$ cat src/rtl/banner_scroll_buffer.sv
`default_nettype none
// ============================================================================
// Module      : banner_scroll_buffer
// Description : Run-time loadable hex message buffer that scrolls a 4-digit
//               window through the message at a divided tick rate.
// Revision    : 1.0 - initial release
// ============================================================================
module banner_scroll_buffer #(
   parameter int DEPTH    = 16,
   parameter int TICK_DIV = 50_000_000
) (
   input  logic                   clk,
   input  logic                   reset,
   input  logic                   wr_valid,
   input  logic [3:0]             wr_data,
   output logic                   wr_ready,
   input  logic                   commit,
   input  logic                   clear,
   input  logic                   en,
   input  logic                   dir,
   output logic [15:0]            hex,
   output logic [$clog2(DEPTH):0] len,
   output logic                   scrolling
);

   localparam int AW = $clog2(DEPTH);
   localparam int CW = AW + 1;
   localparam int TW = $clog2(TICK_DIV);

   localparam logic [CW-1:0] c_depth     = CW'(DEPTH);
   localparam logic [TW-1:0] c_tick_last = TW'(TICK_DIV - 1);

   typedef enum logic [1:0] {
      ST_EMPTY  = 2'd0,
      ST_LOAD   = 2'd1,
      ST_SCROLL = 2'd2
   } state_t;

   state_t         r_state;
   state_t         w_state_nxt;

   logic [3:0]     r_mem [DEPTH];
   logic [CW-1:0]  r_count;
   logic [CW-1:0]  r_len;
   logic [AW-1:0]  r_pos;
   logic [TW-1:0]  r_tick;
   logic [15:0]    r_hex;

   logic           w_ready;
   logic           w_wr;
   logic           w_step;
   logic [CW-1:0]  w_pos_inc;
   logic [CW-1:0]  w_pos_up;
   logic [CW-1:0]  w_pos_dn;
   logic [CW-1:0]  w_pos_nxt;
   logic [15:0]    w_window;
   logic [3:0]     w_idx_msb;
   logic           w_unused;

   assign w_ready = (r_state != ST_SCROLL) && (r_count < c_depth);
   assign w_wr    = wr_valid && w_ready && !clear;
   assign w_step  = (r_state == ST_SCROLL) && (r_tick == c_tick_last) && en;

   // Position wraps by compare/subtract so any length 1..DEPTH works.
   assign w_pos_inc = CW'(r_pos) + CW'(1);
   assign w_pos_up  = (w_pos_inc == r_len) ? '0 : w_pos_inc;
   assign w_pos_dn  = (r_pos == '0) ? (r_len - CW'(1)) : (CW'(r_pos) - CW'(1));
   assign w_pos_nxt = dir ? w_pos_dn : w_pos_up;

   // Each window digit index is pos+k reduced modulo len; three subtractions
   // suffice because pos < len and k <= 3 even when len is 1.
   for (genvar gk = 0; gk < 4; gk++) begin : g_win
      logic [CW-1:0] w_idx;
      always_comb begin
         w_idx = CW'(r_pos) + CW'(gk);
         for (int i = 0; i < 3; i++) begin
            if (w_idx >= r_len) begin
               w_idx = w_idx - r_len;
            end
         end
      end
      assign w_window[15-4*gk -: 4] = r_mem[w_idx[AW-1:0]];
      assign w_idx_msb[gk]          = w_idx[AW];
   end

   assign w_unused = ^{w_idx_msb, w_pos_nxt[AW]};

   always_ff @(posedge clk or negedge reset) begin
      if (!reset) begin
         r_state <= ST_EMPTY;
      end else begin
         r_state <= w_state_nxt;
      end
   end

   always_comb begin
      w_state_nxt = r_state;
      if (clear) begin
         w_state_nxt = ST_EMPTY;
      end else begin
         case (r_state)
            ST_EMPTY:  if (w_wr)   w_state_nxt = ST_LOAD;
            ST_LOAD:   if (commit) w_state_nxt = ST_SCROLL;
            ST_SCROLL: w_state_nxt = ST_SCROLL;
            default:   w_state_nxt = ST_EMPTY;
         endcase
      end
   end

   always_ff @(posedge clk or negedge reset) begin
      if (!reset) begin
         r_count <= '0;
         r_len   <= '0;
         r_pos   <= '0;
         r_tick  <= '0;
         r_hex   <= '0;
      end else if (clear) begin
         r_count <= '0;
         r_len   <= '0;
         r_pos   <= '0;
         r_tick  <= '0;
         r_hex   <= '0;
      end else begin
         case (r_state)
            ST_EMPTY, ST_LOAD: begin
               if (w_wr) begin
                  r_count <= r_count + CW'(1);
                  r_hex   <= {r_hex[11:0], wr_data};
               end
               // A write landing on the commit edge is part of the message.
               if ((r_state == ST_LOAD) && commit) begin
                  r_len  <= r_count + CW'(w_wr);
                  r_pos  <= '0;
                  r_tick <= '0;
               end
            end
            ST_SCROLL: begin
               r_tick <= (r_tick == c_tick_last) ? '0 : (r_tick + TW'(1));
               if (w_step) begin
                  r_pos <= w_pos_nxt[AW-1:0];
               end
               r_hex <= w_window;
            end
            default: begin
               r_count <= '0;
            end
         endcase
      end
   end

   always_ff @(posedge clk) begin
      if (w_wr) begin
         r_mem[r_count[AW-1:0]] <= wr_data;
      end
   end

   assign wr_ready  = w_ready;
   assign hex       = r_hex;
   assign len       = r_len;
   assign scrolling = (r_state == ST_SCROLL);

endmodule
`default_nettype wire

$ cat config.mk
export PLATFORM = sky130hd
export DESIGN_NAME = banner_scroll_buffer
export DESIGN_NICKNAME = d
export VERILOG_FILES = /design/src/rtl/banner_scroll_buffer.sv
export SDC_FILE = /design/constraint.sdc
export NUM_CORES = 1
export LEC_CHECK = 0
export CORE_MARGIN = 3
export CORE_UTILIZATION = 52
export DETAILED_ROUTE_END_ITERATION = 12
export PLACE_DENSITY_LB_ADDON = 0.05
export SYNTH_ARGS = -nofsm -noshare
export SYNTH_HDL_FRONTEND = slang
export SYNTH_SLANG_ARGS = --single-unit
$ cat constraint.sdc
create_clock -name clk -period 5.8 [get_ports clk]
set_clock_uncertainty 0.1 [all_clocks]
set_input_delay 1.16 -clock clk [delete_from_list [all_inputs] [get_ports clk]]
set_output_delay 1.16 -clock clk [all_outputs]
set_load 0.02 [all_outputs]
==> results.toml <==
[status]
outcome = "finished clean"

[floorplan]
core_mm2 = 0.0204
die_w_um = 150
rows = 52
die_h_um = 150
die-area_mm2 = 0.0226
ios = 34
start_util_pct = 53.3

[routing]
antenna_left = 0
vias_per_cell = 6.18
route.detailed.drc = 0
wire_per_inst_um = 21.3
drtPass1Iterations = 7
via_count = 10400
first_iter_violations = 903
wl_mm = 35.9

[cts]
clk_pin_slew_worst_paths_ps = 70
cts_sinks = 122
root_buffer = "clkbuf_16"
cts_made_buffers = 17
cts_htree_levels = 4
hold_buffers = 0
cts_tree = "done"
clockBufferDepth = 2
clock_latency_ps = 420

[final_layout]
final_common_cell = "buf_4"
finalNonFillerCells = 1686
synthToLayoutAreaGrowth_pct = 34.3
layout_common_cells = "buf_4 (196), mux2i_1 (108), nor2_1 (107)"
drive_gt1_share_pct = 30.6
num-fill-cells = 1516
final_core_util_pct = 71.6
fin_nets = 1498

[timing]
fin_ws_ps = 49.7
max_freq_mhz = 174
maxSlewHeadroom_pct = 40.2
layout_min_cycle_time_ps = 5750
fin_hold_ws_ps = 408
final-hold-violation-count = 0
setup_viol = 0
min_period_over_period_pct = 99.1
drv_slew = 0
tightest_slew_ps = 895
rsz0062_at_grt = "true"

[global_routing]
grt_max_degree = 59
track_usage_pct = 30.5
grt-ovfl-total = 0
grt_pass1_vias = 9757
grt_pass1_wl_mm = 53.2
antenna_found_initial = 0

[synthesis]
syn_inst = 1172
syn-cell-area_mm2 = 0.0109
synth_edf_count = 64
async_reset_ff_share_pct = 47.5
yosys.area.top_type_share_pct = 17.7
ys_types = 90
ys_seq_area_share_pct = 31.1
ys_top_cells_by_area = "edfxtp_1 (18%), dfrtp_1 (13%), mux2i_1 (11%)"
yosysWarnings = 0
synth.ff_latch_count = 122
yosys.area.top_type = "edfxtp_1"
synth-main-ff-cell = "edfxtp_1"
synth.avg_cell_area_um2 = 9.26
syn_nets = 1268

[worst_setup_path]
critPathKind = "reg2reg"
endpoint_kind = "register"
cp-start-kind = "register"
slowest_delay_ps = 460
path_max_fanout = 7
cp_data_required_time_ps = 5990
cp.arrival_ps = 5940
cp_slowest_cell = "dfrtp_2"

[placement]
place_hpwl_mm = 26.3
place_congestion = 0.989
pre_cts_slack_ps = -373
io_buffer_count = 33
dp.cells = 1621

[flow_run]
cap_violations = 0

[min_path]
hp-class = "reg2reg"
[cells by family (layout without fill, tap and decap cells)]
logic type,Yosys count,count (layout),share of synthesized area (%)
XOR/XNOR,42,42,3.39
adder cells (fa/ha/maj),85,85,10.6
AND/OR/NAND/NOR,389,390,17.7
other,0,1,0
multiplexers,140,140,13.7
buffers and inverters,82,324,3.77
flip-flops,122,122,31.1
AO/OA/AOI/OAI,312,312,19.7
[critical path, delay by kind of cell, from the launching register on]
family                     cells  cell delay (ps)
muxes                          3              500
and+or+nand+nor                2              120
buffers and inverters          4              460
AOI/OAI and AO/OA             13             2640
xor gates and xnor gates       1              180
DFF                            1              460
adders and majority gates      4             1110
[through the flow]
stage	instance area, um2	TNS [ps]
6_report	14600	0
5_1_grt	14600	-899
4_1_cts	13700	0
3_5_place_dp	12800	-2410
3_3_place_gp	12800	-1800
2_1_floorplan	10900	0
[per-layer routing]
layer	wire length (um)	track usage (%)
met5	0	0
met4	736	7.59
met3	3620	9.18
met2	15700	45.4
met1	15900	43.6
[synthesized netlist by cell type, types with 16 or more instances]
cell	number
nor2_1	113
ha_1	73
xnor2_1	18
a21oi_1	77
nand2b_1	23
dfrtp_1	58
nor3_1	18
nand2_1	99
nand3_1	37
edfxtp_1	64
o21ai_0	58
xor2_1	24
mux2i_1	117
nor2b_1	16
inv_1	41
and3_1	20
[flip-flops by register name (all words and copies together), names as in the netlist]
register	cells
r_count	5
r_state	2
hex	16
r_tick	26
len	5
r_pos	4
r_mem	64
[path summary, 6_finish.rpt]
kind | startpoint | to | slack (ps) | cells after the start
worst min-delay path | r_tick[14] | r_tick[14] | 410 | 1
worst max register to register | r_pos[1] | hex[7] | 50 | 27
min in group asynchronous | reset | hex[0] | 810 | 2
max in group asynchronous | reset | len[1] | 4130 | 2
worst max-delay path | r_pos[1] | hex[7] | 50 | 27
worst min register to register | r_tick[14] | r_tick[14] | 410 | 1
[cell type report]
class	count	area (um2)	area share, %
repair buffers	249	2150	14.8
multi-input cells	969	7940	54.4
inverters	43	173	1.18
well taps	270	338	2.32
clock inverters	15	169	1.16
diodes	1	2.50	0.0172
clock buffers	17	425	2.92
flip-flops and latches	122	3380	23.2
[repair_timing]
item	4_1_cts	5_1_grt
cloned	1	2
endpoints found under the setup margin	16	16
pin swaps	12	67
resized for setup	38	138
endpoints found under the hold margin	0	0
buffers inserted	9	20
Power is left out: the tool's default activity adds up to more than one toggle a clock period on the data nets, which glitch-free logic cannot reach.
